==> config.mk <==
export PLATFORM = sky130hd
export DESIGN_NAME = fetch_pc_stage
export DESIGN_NICKNAME = d
export VERILOG_FILES = /design/src/rtl/fetch_pc_stage.sv
export SDC_FILE = /design/constraint.sdc
export NUM_CORES = 1
export LEC_CHECK = 0
export CAP_MARGIN = 20
export CELL_PAD_IN_SITES_DETAIL_PLACEMENT = 2
export CELL_PAD_IN_SITES_GLOBAL_PLACEMENT = 2
export CORE_MARGIN = 3
export CORE_UTILIZATION = 29
export CTS_CLUSTER_DIAMETER = 200
export DETAILED_ROUTE_END_ITERATION = 7
export GPL_ROUTABILITY_DRIVEN = 0
export PLACE_DENSITY_LB_ADDON = 0.12
export SKIP_CTS_REPAIR_TIMING = 1
export SYNTH_ARGS = -nofsm -noshare
export SYNTH_HDL_FRONTEND = slang
export SYNTH_SLANG_ARGS = --single-unit
export TNS_END_PERCENT = 100
==> constraint.sdc <==
create_clock -name clk -period 3.1 [get_ports clk]
set_input_delay 0.62 -clock clk [delete_from_list [all_inputs] [get_ports clk]]
set_output_delay 0.62 -clock clk [all_outputs]
set_load 0.1 [all_outputs]
==> src/rtl/fetch_pc_stage.sv <==
// IF stage of the 5-stage datapath: PC register, instruction-memory address,
// IF/ID pipeline register, and stall/flush statistics fed by the hazard unit.
module fetch_pc_stage #(
  parameter int unsigned PC_W      = 16,
  parameter int unsigned INSTR_W   = 16,
  parameter int unsigned RESET_PC  = 0,
  parameter int unsigned PC_INC    = 1,
  parameter int unsigned NOP_INSTR = 0,
  parameter int unsigned CNT_W     = 8
) (
  input  logic               clk,
  input  logic               rst,
  input  logic               pc_hold,
  input  logic               fd_hold,
  input  logic               branch_taken,
  input  logic [PC_W-1:0]    branch_target,
  input  logic [INSTR_W-1:0] imem_rdata,
  input  logic               clear_stats,
  output logic [PC_W-1:0]    imem_addr,
  output logic [INSTR_W-1:0] fd_instr,
  output logic [PC_W-1:0]    fd_pc,
  output logic [PC_W-1:0]    fd_pc_next,
  output logic               fd_valid,
  output logic [1:0]         fetch_state,
  output logic [CNT_W-1:0]   stall_cycles,
  output logic [CNT_W-1:0]   flush_count,
  output logic               err_hold_mis
);

  typedef enum logic [1:0] {
    ST_RUN   = 2'b00,
    ST_STALL = 2'b01,
    ST_FLUSH = 2'b10,
    ST_BOOT  = 2'b11
  } fetch_state_e;

  localparam logic [PC_W-1:0]    LP_RESET_PC = PC_W'(RESET_PC);
  localparam logic [PC_W-1:0]    LP_PC_INC   = PC_W'(PC_INC);
  localparam logic [INSTR_W-1:0] LP_NOP      = INSTR_W'(NOP_INSTR);
  localparam logic [CNT_W-1:0]   LP_CNT_MAX  = '1;

  logic [PC_W-1:0]    r_pc;
  logic [INSTR_W-1:0] r_fd_instr;
  logic [PC_W-1:0]    r_fd_pc;
  logic [PC_W-1:0]    r_fd_pc_next;
  logic               r_fd_valid;
  fetch_state_e       r_state;
  fetch_state_e       w_state_next;
  logic [CNT_W-1:0]   r_stall_cycles;
  logic [CNT_W-1:0]   r_flush_count;
  logic               r_err_hold_mis;
  logic [PC_W-1:0]    w_pc_inc;
  logic               w_stall_inc;
  logic               w_hold_mis;

  assign w_pc_inc    = r_pc + LP_PC_INC;
  assign w_stall_inc = pc_hold && !branch_taken;
  // IF/ID holds while the PC moves on: the instruction fetched this cycle is dropped.
  assign w_hold_mis  = fd_hold && !pc_hold && !branch_taken;

  // PC register
  always_ff @(posedge clk) begin
    if (rst) begin
      r_pc <= LP_RESET_PC;
    end else if (branch_taken) begin
      r_pc <= branch_target;
    end else if (!pc_hold) begin
      r_pc <= w_pc_inc;
    end
  end

  // IF/ID pipeline register; a taken branch squashes the slot but keeps its PC
  always_ff @(posedge clk) begin
    if (rst) begin
      r_fd_instr   <= LP_NOP;
      r_fd_pc      <= '0;
      r_fd_pc_next <= '0;
      r_fd_valid   <= 1'b0;
    end else if (branch_taken) begin
      r_fd_instr <= LP_NOP;
      r_fd_valid <= 1'b0;
    end else if (!fd_hold) begin
      r_fd_instr   <= imem_rdata;
      r_fd_pc      <= r_pc;
      r_fd_pc_next <= w_pc_inc;
      r_fd_valid   <= 1'b1;
    end
  end

  // Fetch state register
  always_ff @(posedge clk) begin
    if (rst) begin
      r_state <= ST_BOOT;
    end else begin
      r_state <= w_state_next;
    end
  end

  // Next fetch state
  always_comb begin
    w_state_next = ST_RUN;
    if (branch_taken) begin
      w_state_next = ST_FLUSH;
    end else if (pc_hold) begin
      w_state_next = ST_STALL;
    end
  end

  // Saturating statistics and sticky hold-mismatch flag
  always_ff @(posedge clk) begin
    if (rst || clear_stats) begin
      r_stall_cycles <= '0;
      r_flush_count  <= '0;
      r_err_hold_mis <= 1'b0;
    end else begin
      if (w_stall_inc && (r_stall_cycles != LP_CNT_MAX)) begin
        r_stall_cycles <= r_stall_cycles + CNT_W'(1);
      end
      if (branch_taken && (r_flush_count != LP_CNT_MAX)) begin
        r_flush_count <= r_flush_count + CNT_W'(1);
      end
      if (w_hold_mis) begin
        r_err_hold_mis <= 1'b1;
      end
    end
  end

  assign imem_addr    = r_pc;
  assign fd_instr     = r_fd_instr;
  assign fd_pc        = r_fd_pc;
  assign fd_pc_next   = r_fd_pc_next;
  assign fd_valid     = r_fd_valid;
  assign fetch_state  = r_state;
  assign stall_cycles = r_stall_cycles;
  assign flush_count  = r_flush_count;
  assign err_hold_mis = r_err_hold_mis;

endmodule
# After elaboration in Yosys (flattened, before gate mapping)
# Index checks and enable logic that the tools add are counted.
[op_classes]
n_addsub = 3
n_eq_ne = 3
mux = 4
n_bitwise = 2
n_reduce_logical = 10
[op_table]
columns = ["op", "count"]
rows = [
  ["$mux 16", 2],
  ["$add 16x1->16 const B", 1],
  ["$add 8x1->8 const B", 2],
  ["$ne 8x8->1 const B", 2],
  ["$logic_and 1x1->1", 5],
  ["$logic_not 1->1", 2],
  ["$mux 1", 2],
  ["$ne 2x1->1 const B", 1],
  ["$not 1->1", 2],
  ["$reduce_and 2->1", 1],
  ["$reduce_or 2->1", 1],
  ["$logic_or 1x1->1", 1],
]
[totals]
reg_bits = 84
output_inout_bits = 84
elab_cells = 32

# Longest topological paths before layout
# Gate-level depths: netlist of run 1.
[depth]
ltp_word = 3
depth_mapped = 6

# Least setup slack after synthesis of run 1
# No wires, ideal clock.
[synth_path]
path_type = "register to register"
startpoint = "reg r_pc[0], in the netlist imem_addr[0]"
endpoint = "reg r_fd_pc_next[6], in the netlist fd_pc_next[6]"
setup_ps = 91
arrival_ps = 2264
required_ps = 3009
path_slack_ps = 745
stages_incl_launch_ff = 5
path_buffers = 0
synth_period_minus_slack_ps = 2355
cell_sequence = "dfxtp_1 ha_1 nand3_2 or3_2 a311oi_1"
[synth_between]
elab_chain_cells = 1
[synth_lines]
columns = ["item", "line", "source"]
rows = [
  ["start: declaration", "42", "logic [PC_W-1:0] r_pc;"],
  ["start signal: assignment", "66", "r_pc <= branch_target;"],
  ["start signal: assignment", "68", "r_pc <= w_pc_inc;"],
  ["$add 16x1->16", "56", "assign w_pc_inc = r_pc + LP_PC_INC;"],
  ["end signal: assignment", "85", "r_fd_pc_next <= w_pc_inc;"],
  ["end: declaration", "45", "logic [PC_W-1:0] r_fd_pc_next;"],
]
# No other way between the ends.
# A chain may end at the register's enable or synchronous reset.

# Worst setup path in the final report of run 1
[layout_path]
startpoint = "in pc_hold"
endpoint = "reg r_stall_cycles[4], in the netlist stall_cycles[4]"
[layout_between]
elab_chain_cells = 2
[layout_lines]
columns = ["item", "line", "source"]
rows = [
  ["start: declaration", "13", "input logic pc_hold,"],
  ["$logic_and 1x1->1", "57", "assign w_stall_inc = pc_hold && !branch_taken;"],
  ["$logic_and 1x1->1", "116", "if (w_stall_inc && (r_stall_cycles != LP_CNT_MAX)) begin"],
  ["end signal: assignment", "117", "r_stall_cycles <= r_stall_cycles + CNT_W'(1);"],
  ["end: declaration", "49", "logic [CNT_W-1:0] r_stall_cycles;"],
]
# No other way between the ends.

==> impl_metrics.py, run 1 <==
metrics = {
    "outcome": {
        "status": "finished, final reports clean",
    },
    "finish": {
        "regArea_um2": 1680,
        "nFillCells": 1434,
        "layout_common_cells": "buf_4, dfxtp_1, nor2_1, nand2_1, a21oi_1",
        "multi_input_area_um2": 1880,
        "drive_gt1_frac": 0.242,
        "nNetsFinal": 571,
        "n_antenna_cell": 0,
        "final_common_cell": "buf_4",
        "area_delta_synth_final_pct": 37.1,
    },
    "pwr": {
        "p_clk_frac": 0.370,
        "netSwitchingFraction": 0.324,
        "ir_worst_vdd_mv": 0.234,
        "p_leak_uw": 0.00211,
        "combPwrFrac": 0.212,
        "powerDensity_nw_per_um2": 546,
        "internal-power_uw": 1910,
        "power_frac_seq": 0.418,
        "switchingPower_uw": 916,
    },
    "yosys": {
        "async_reset_ff_frac": 0,
        "postSynthAreaPerCell_um2": 8.92,
        "synth_top_area_share": 0.446,
        "synth.distinct_cells": 47,
        "seq_area_frac_synth": 0.446,
        "netlist.top_cell.by_area": "dfxtp_1",
        "synth_ff_type": "dfxtp_1",
        "synth_edf_count": 0,
        "syn_nets": 464,
        "yosysWarnings": 0,
        "syn_area_um2": 3770,
        "ys_top_cells_by_area": "dfxtp_1, mux2i_1, a21oi_1",
        "synth-seq-cells": 84,
        "syn_inst": 423,
    },
    "sta": {
        "hold_slack_ns": 0.454,
        "tns_ns": 0,
        "finalClockSkew_ns": 0.00508,
        "drv_slew": 0,
        "slew-limit-headroom": 0.615,
        "clock.fmax_mhz": 452,
        "worst_pin_slew_ns": 0.572,
        "hold_viol": 0,
        "period_minus_slack_ns": 2.21,
        "rsz0062_at_grt": "false",
        "setup_violations": 0,
        "period_share": 0.714,
    },
    "setup_path": {
        "critPathArrivalTime_ns": 2.50,
        "r2r-end": "fd_pc_next[7]",
        "end_kind": "register",
        "path_depth": 5,
        "required_ns": 3.39,
        "cp_cell_sequence": "clkdlybuf4s50_1 > nor2b_1 > o21ai_0 > or4_1 > nand2_1",
        "start_kind": "input pin",
        "path_class": "in -> reg",
        "path_max_fanout": 5,
        "reg2reg_depth": 3,
        "crit_path_max_incr_delay_ns": 0.55,
        "cpLargestDelayFamily": "simple AND/OR/NAND/NOR gates",
        "critPathBufInv": 1,
        "crit_path_top_delay_cell": "clkdlybuf4s50_1",
        "r2r_start": "imem_addr[3]",
        "r2r_slack_ns": 1.21,
    },
    "global_routing": {
        "grt_pass1_vias": 3609,
        "grt_overflow": 0,
        "grt_max_degree": 42,
        "use_met3": 0.0500,
        "grt_pass1_wl_um": 18700,
        "antenna_found_initial": 0,
        "gr-usage-all-layers": 0.164,
        "use_met2": 0.275,
        "grt_busiest_layer": "met2",
        "met1_usage": 0.193,
    },
    "floorplan": {
        "rows": 41,
        "core_area_um2": 12700,
        "start_util": 0.298,
        "die_w_um": 120,
        "io-pin-count": 122,
        "die_h_um": 120,
        "die_area_um2": 14400,
    },
    "routing": {
        "ant_nets": 0,
        "via_per_inst": 4.87,
        "drc": 0,
        "drt_iter0_markers": 125,
        "wl_per_cell_um": 16.2,
        "dr.pass1.iters": 4,
        "vias": 3438,
        "drt-total-wl_um": 11400,
    },
    "worst_hold_path": {
        "worstHoldStart": "fd_valid",
        "hold_class": "reg -> reg",
        "min_path_cells": 2,
        "min_to": "fd_valid",
    },
    "clocking": {
        "cts_buffers": 9,
        "cts_tree": "yes",
        "worstSkewPairLatency_ns": 0.34,
        "ctsHtreeMaxLevel": 3,
        "clock_sinks": 84,
        "cts_root_buf": "clkbuf_16",
        "cts.path.max_buffers": 2,
        "cts.clk_slew.worst_paths_ns": 0.06,
    },
    "job": {
        "drv_cap": 0,
    },
    "place": {
        "dp_hpwl_um": 8460,
        "io_buffers": 121,
    },
}
==> how the worst max path moves through the flow <==
stage | startpoint | to | slack (ns)
floorplan | imem_addr[0] | fd_pc_next[6] | 0.75
global placement | pc_hold | stall_cycles[4] | 0.63
detailed placement | pc_hold | stall_cycles[4] | 0.52
CTS | pc_hold | stall_cycles[4] | 0.87
global route | pc_hold | stall_cycles[4] | 0.80
finish | pc_hold | stall_cycles[4] | 0.89
==> metrics by stage <==
step	util	cell area [um2]	instances	worst slack (ns)	power, uW
6_report	0.408	5170	706	0.885	2820
3_5_place_dp	0.385	4880	691	0.516	1810
2_1_floorplan	-	3770	423	0.745	1650
5_1_grt	0.408	5170	706	0.801	2960
4_1_cts	0.408	5170	706	0.873	2870
3_3_place_gp	0.385	4880	691	0.628	1800
==> flip-flops by register name (all words and copies together) (netlist names), 2 cells and up <==
register / count
imem_addr: 16
fd_instr: 16
fetch_state: 2
stall_cycles: 8
flush_count: 8
fd_pc_next: 16
fd_pc: 16
==> power by group through the flow <==
stage,clock [uW],combinational [uW],sequential [uW]
floorplan,0,146,1500
global placement,0,597,1200
detailed placement,0,604,1210
CTS,1080,605,1180
global route,1140,630,1190
finish,1040,598,1180
==> metal layers <==
metal  part of all wire  vias to the layer above
met5                  0                        -
met4              0.016                        0
met1               0.43                     1679
met2               0.49                       72
li1                   -                     1676
met3              0.062                       11
==> area by class of cell <==
| class | count | share of cell area |
|---|---|---|
| multi-input cells | 294 | 0.364 |
| flip-flops and latches | 84 | 0.325 |
| repair buffers | 126 | 0.202 |
| clock buffers | 14 | 0.0549 |
| well taps | 172 | 0.0416 |
| inverters | 15 | 0.0109 |
| clock inverters | 1 | 0.000968 |
==> synthesized netlist by cell type (4+ instances only) <==
master and instances:
nand3_1 11, o21a_1 12, xor2_1 14, clkbuf_1 10
or3_1 4, mux2i_1 20, nand4_1 4, o21ai_0 10
inv_1 15, nand2_1 43, nor3_1 7, buf_1 5
nor2_1 50, nor3_2 4, dfxtp_1 84, a211oi_1 14
buf_4 5, a21oi_1 38, nor4_2 6, a31oi_1 5
buf_2 7, xnor2_1 13, or2_2 5
==> kinds of logic (layout without fill, tap and decap cells) <==
kind of cell    count (synthesis)  after routing  share of synthesized area
fa+ha+maj                       3              3                    0.00995
flops                          84             84                      0.446
mux                            20             20                     0.0530
compound gates                 89             89                      0.148
simple gates                  155            155                      0.224
xor+xnor                       27             27                     0.0627
buf+inv                        45            156                     0.0564
==> worst register-to-register path: cells and delay by family, from the launching register on <==
kind	cells	cell delay (ns)
simple gates	2	0.97
flops	1	0.56
compound gates	1	0.26
(Power assumes the default switching activity.)
==> run 2, diff against run 1 <==
- CORE_UTILIZATION: 29 -> 27
- clock period: 3.1 -> 2.3 ns (I/O delays scaled with it)
==> impl_metrics.py, run 2 (synthesis gave the netlist of run 1 again) <==
metrics = {
    "job": {
        "drv_cap": 0,
    },
    "global_routing": {
        "grt_max_degree": 46,
        "grt_pass1_vias": 3760,
        "grt_pass1_wl_um": 20200,
        "antenna_found_initial": 0,
        "grt_overflow": 0,
        "gr-usage-all-layers": 0.159,
    },
    "finish": {
        "area_delta_synth_final_pct": 41.2,
        "final_common_cell": "buf_4",
        "n_antenna_cell": 0,
        "nFillCells": 1533,
        "layout_common_cells": "buf_4, dfxtp_1, nor2_1, nand2_1, a21oi_1",
        "nNetsFinal": 582,
        "drive_gt1_frac": 0.271,
        "multi_input_area_um2": 1880,
        "regArea_um2": 1690,
    },
    "sta": {
        "hold_viol": 0,
        "clock.fmax_mhz": 553,
        "hold_slack_ns": 0.459,
        "period_share": 0.787,
        "rsz0062_at_grt": "false",
        "setup_violations": 0,
        "slew-limit-headroom": 0.653,
        "worst_pin_slew_ns": 0.520,
        "period_minus_slack_ns": 1.81,
        "drv_slew": 0,
        "finalClockSkew_ns": 0.00474,
        "tns_ns": 0,
    },
    "worst_hold_path": {
        "hold_class": "reg -> reg",
        "worstHoldStart": "fd_pc[12]",
        "min_to": "fd_pc[12]",
        "min_path_cells": 2,
    },
    "clocking": {
        "cts.path.max_buffers": 2,
        "cts_buffers": 9,
        "worstSkewPairLatency_ns": 0.34,
        "cts.clk_slew.worst_paths_ns": 0.06,
        "clock_sinks": 84,
        "ctsHtreeMaxLevel": 3,
        "cts_root_buf": "clkbuf_16",
        "cts_tree": "yes",
    },
    "setup_path": {
        "r2r_slack_ns": 0.50,
        "path_max_fanout": 4,
        "r2r-end": "imem_addr[9]",
        "critPathArrivalTime_ns": 2.10,
        "r2r_start": "imem_addr[3]",
        "reg2reg_depth": 4,
        "path_class": "in -> reg",
        "required_ns": 2.59,
        "end_kind": "register",
        "start_kind": "input pin",
    },
    "routing": {
        "met2WireLength_um": 6120,
        "wl_met1_um": 5440,
        "drt_iter0_markers": 105,
        "drc": 0,
        "dr.pass1.iters": 4,
        "top_layer": "met4",
        "drt-total-wl_um": 12300,
        "ant_nets": 0,
        "met3_length_um": 626,
        "wl_per_cell_um": 17.1,
        "via_per_inst": 4.85,
        "vias": 3505,
    },
    "floorplan": {
        "start_util": 0.281,
        "die_h_um": 124,
        "die_area_um2": 15400,
        "io-pin-count": 122,
        "rows": 42,
        "die_w_um": 124,
        "core_area_um2": 13500,
    },
    "pwr": {
        "powerDensity_nw_per_um2": 774,
        "p_leak_uw": 0.00219,
        "ir_worst_vdd_mv": 0.398,
    },
    "place": {
        "dp_hpwl_um": 9090,
        "io_buffers": 121,
    },
    "outcome": {
        "status": "finished, final reports clean",
    },
}
-- run 2: how the worst max path moves through the flow --
stage | start | to | slack (ns) | depth (start not counted)
after floorplan | flush_count[0] | flush_count[3] | 0.09 | 5
final | pc_hold | stall_cycles[4] | 0.49 | 5
after CTS | pc_hold | stall_cycles[4] | 0.43 | 5
after global routing | pc_hold | stall_cycles[7] | 0.32 | 5
after global placement | pc_hold | stall_cycles[4] | 0.17 | 5
after detailed placement | pc_hold | stall_cycles[4] | 0.1 | 5
-- run 2: critical path, stage by stage --
cell	delay (ns)
clkdlybuf4s50_1	0.56
nor2b_1	0.32
o21ai_0	0.19
or4_1	0.49
nand2_1	0.08
-- run 2: power by group --
part           leakage (uW)  switching (uW)  internal, uW
registers          0.000689            68.7          1520
logic               0.00133             609           227
clock network      0.000169             614          1090
-- run 2: cell type report --
class | instances | area share
Tap cell | 176 | 0.0413
Clock inverter | 6 | 0.0209
Timing Repair Buffer | 137 | 0.212
Inverter | 15 | 0.0106
Multi-Input combinational cell | 294 | 0.354
Sequential cell | 84 | 0.317
Clock buffer | 10 | 0.0448
-- run 2: metal layers --
metal  GRT usage  vias up
met4      0.0522        0
li1            -     1697
met5           0        -
met2       0.275       72
met1       0.191     1724
met3      0.0438       12
-- run 2: metrics by stage --
step                std cells  worst slack [ns]   util  total power, uW  area (um2)
finish                    722             0.491  0.396             4130        5330
global route              722             0.322  0.396             4300        5330
CTS                       722             0.433  0.396             4200        5330
detailed placement        706            0.0971  0.370             2460        4980
global placement          706             0.170  0.370             2450        4980
floorplan                 423            0.0866      -             2220        3780
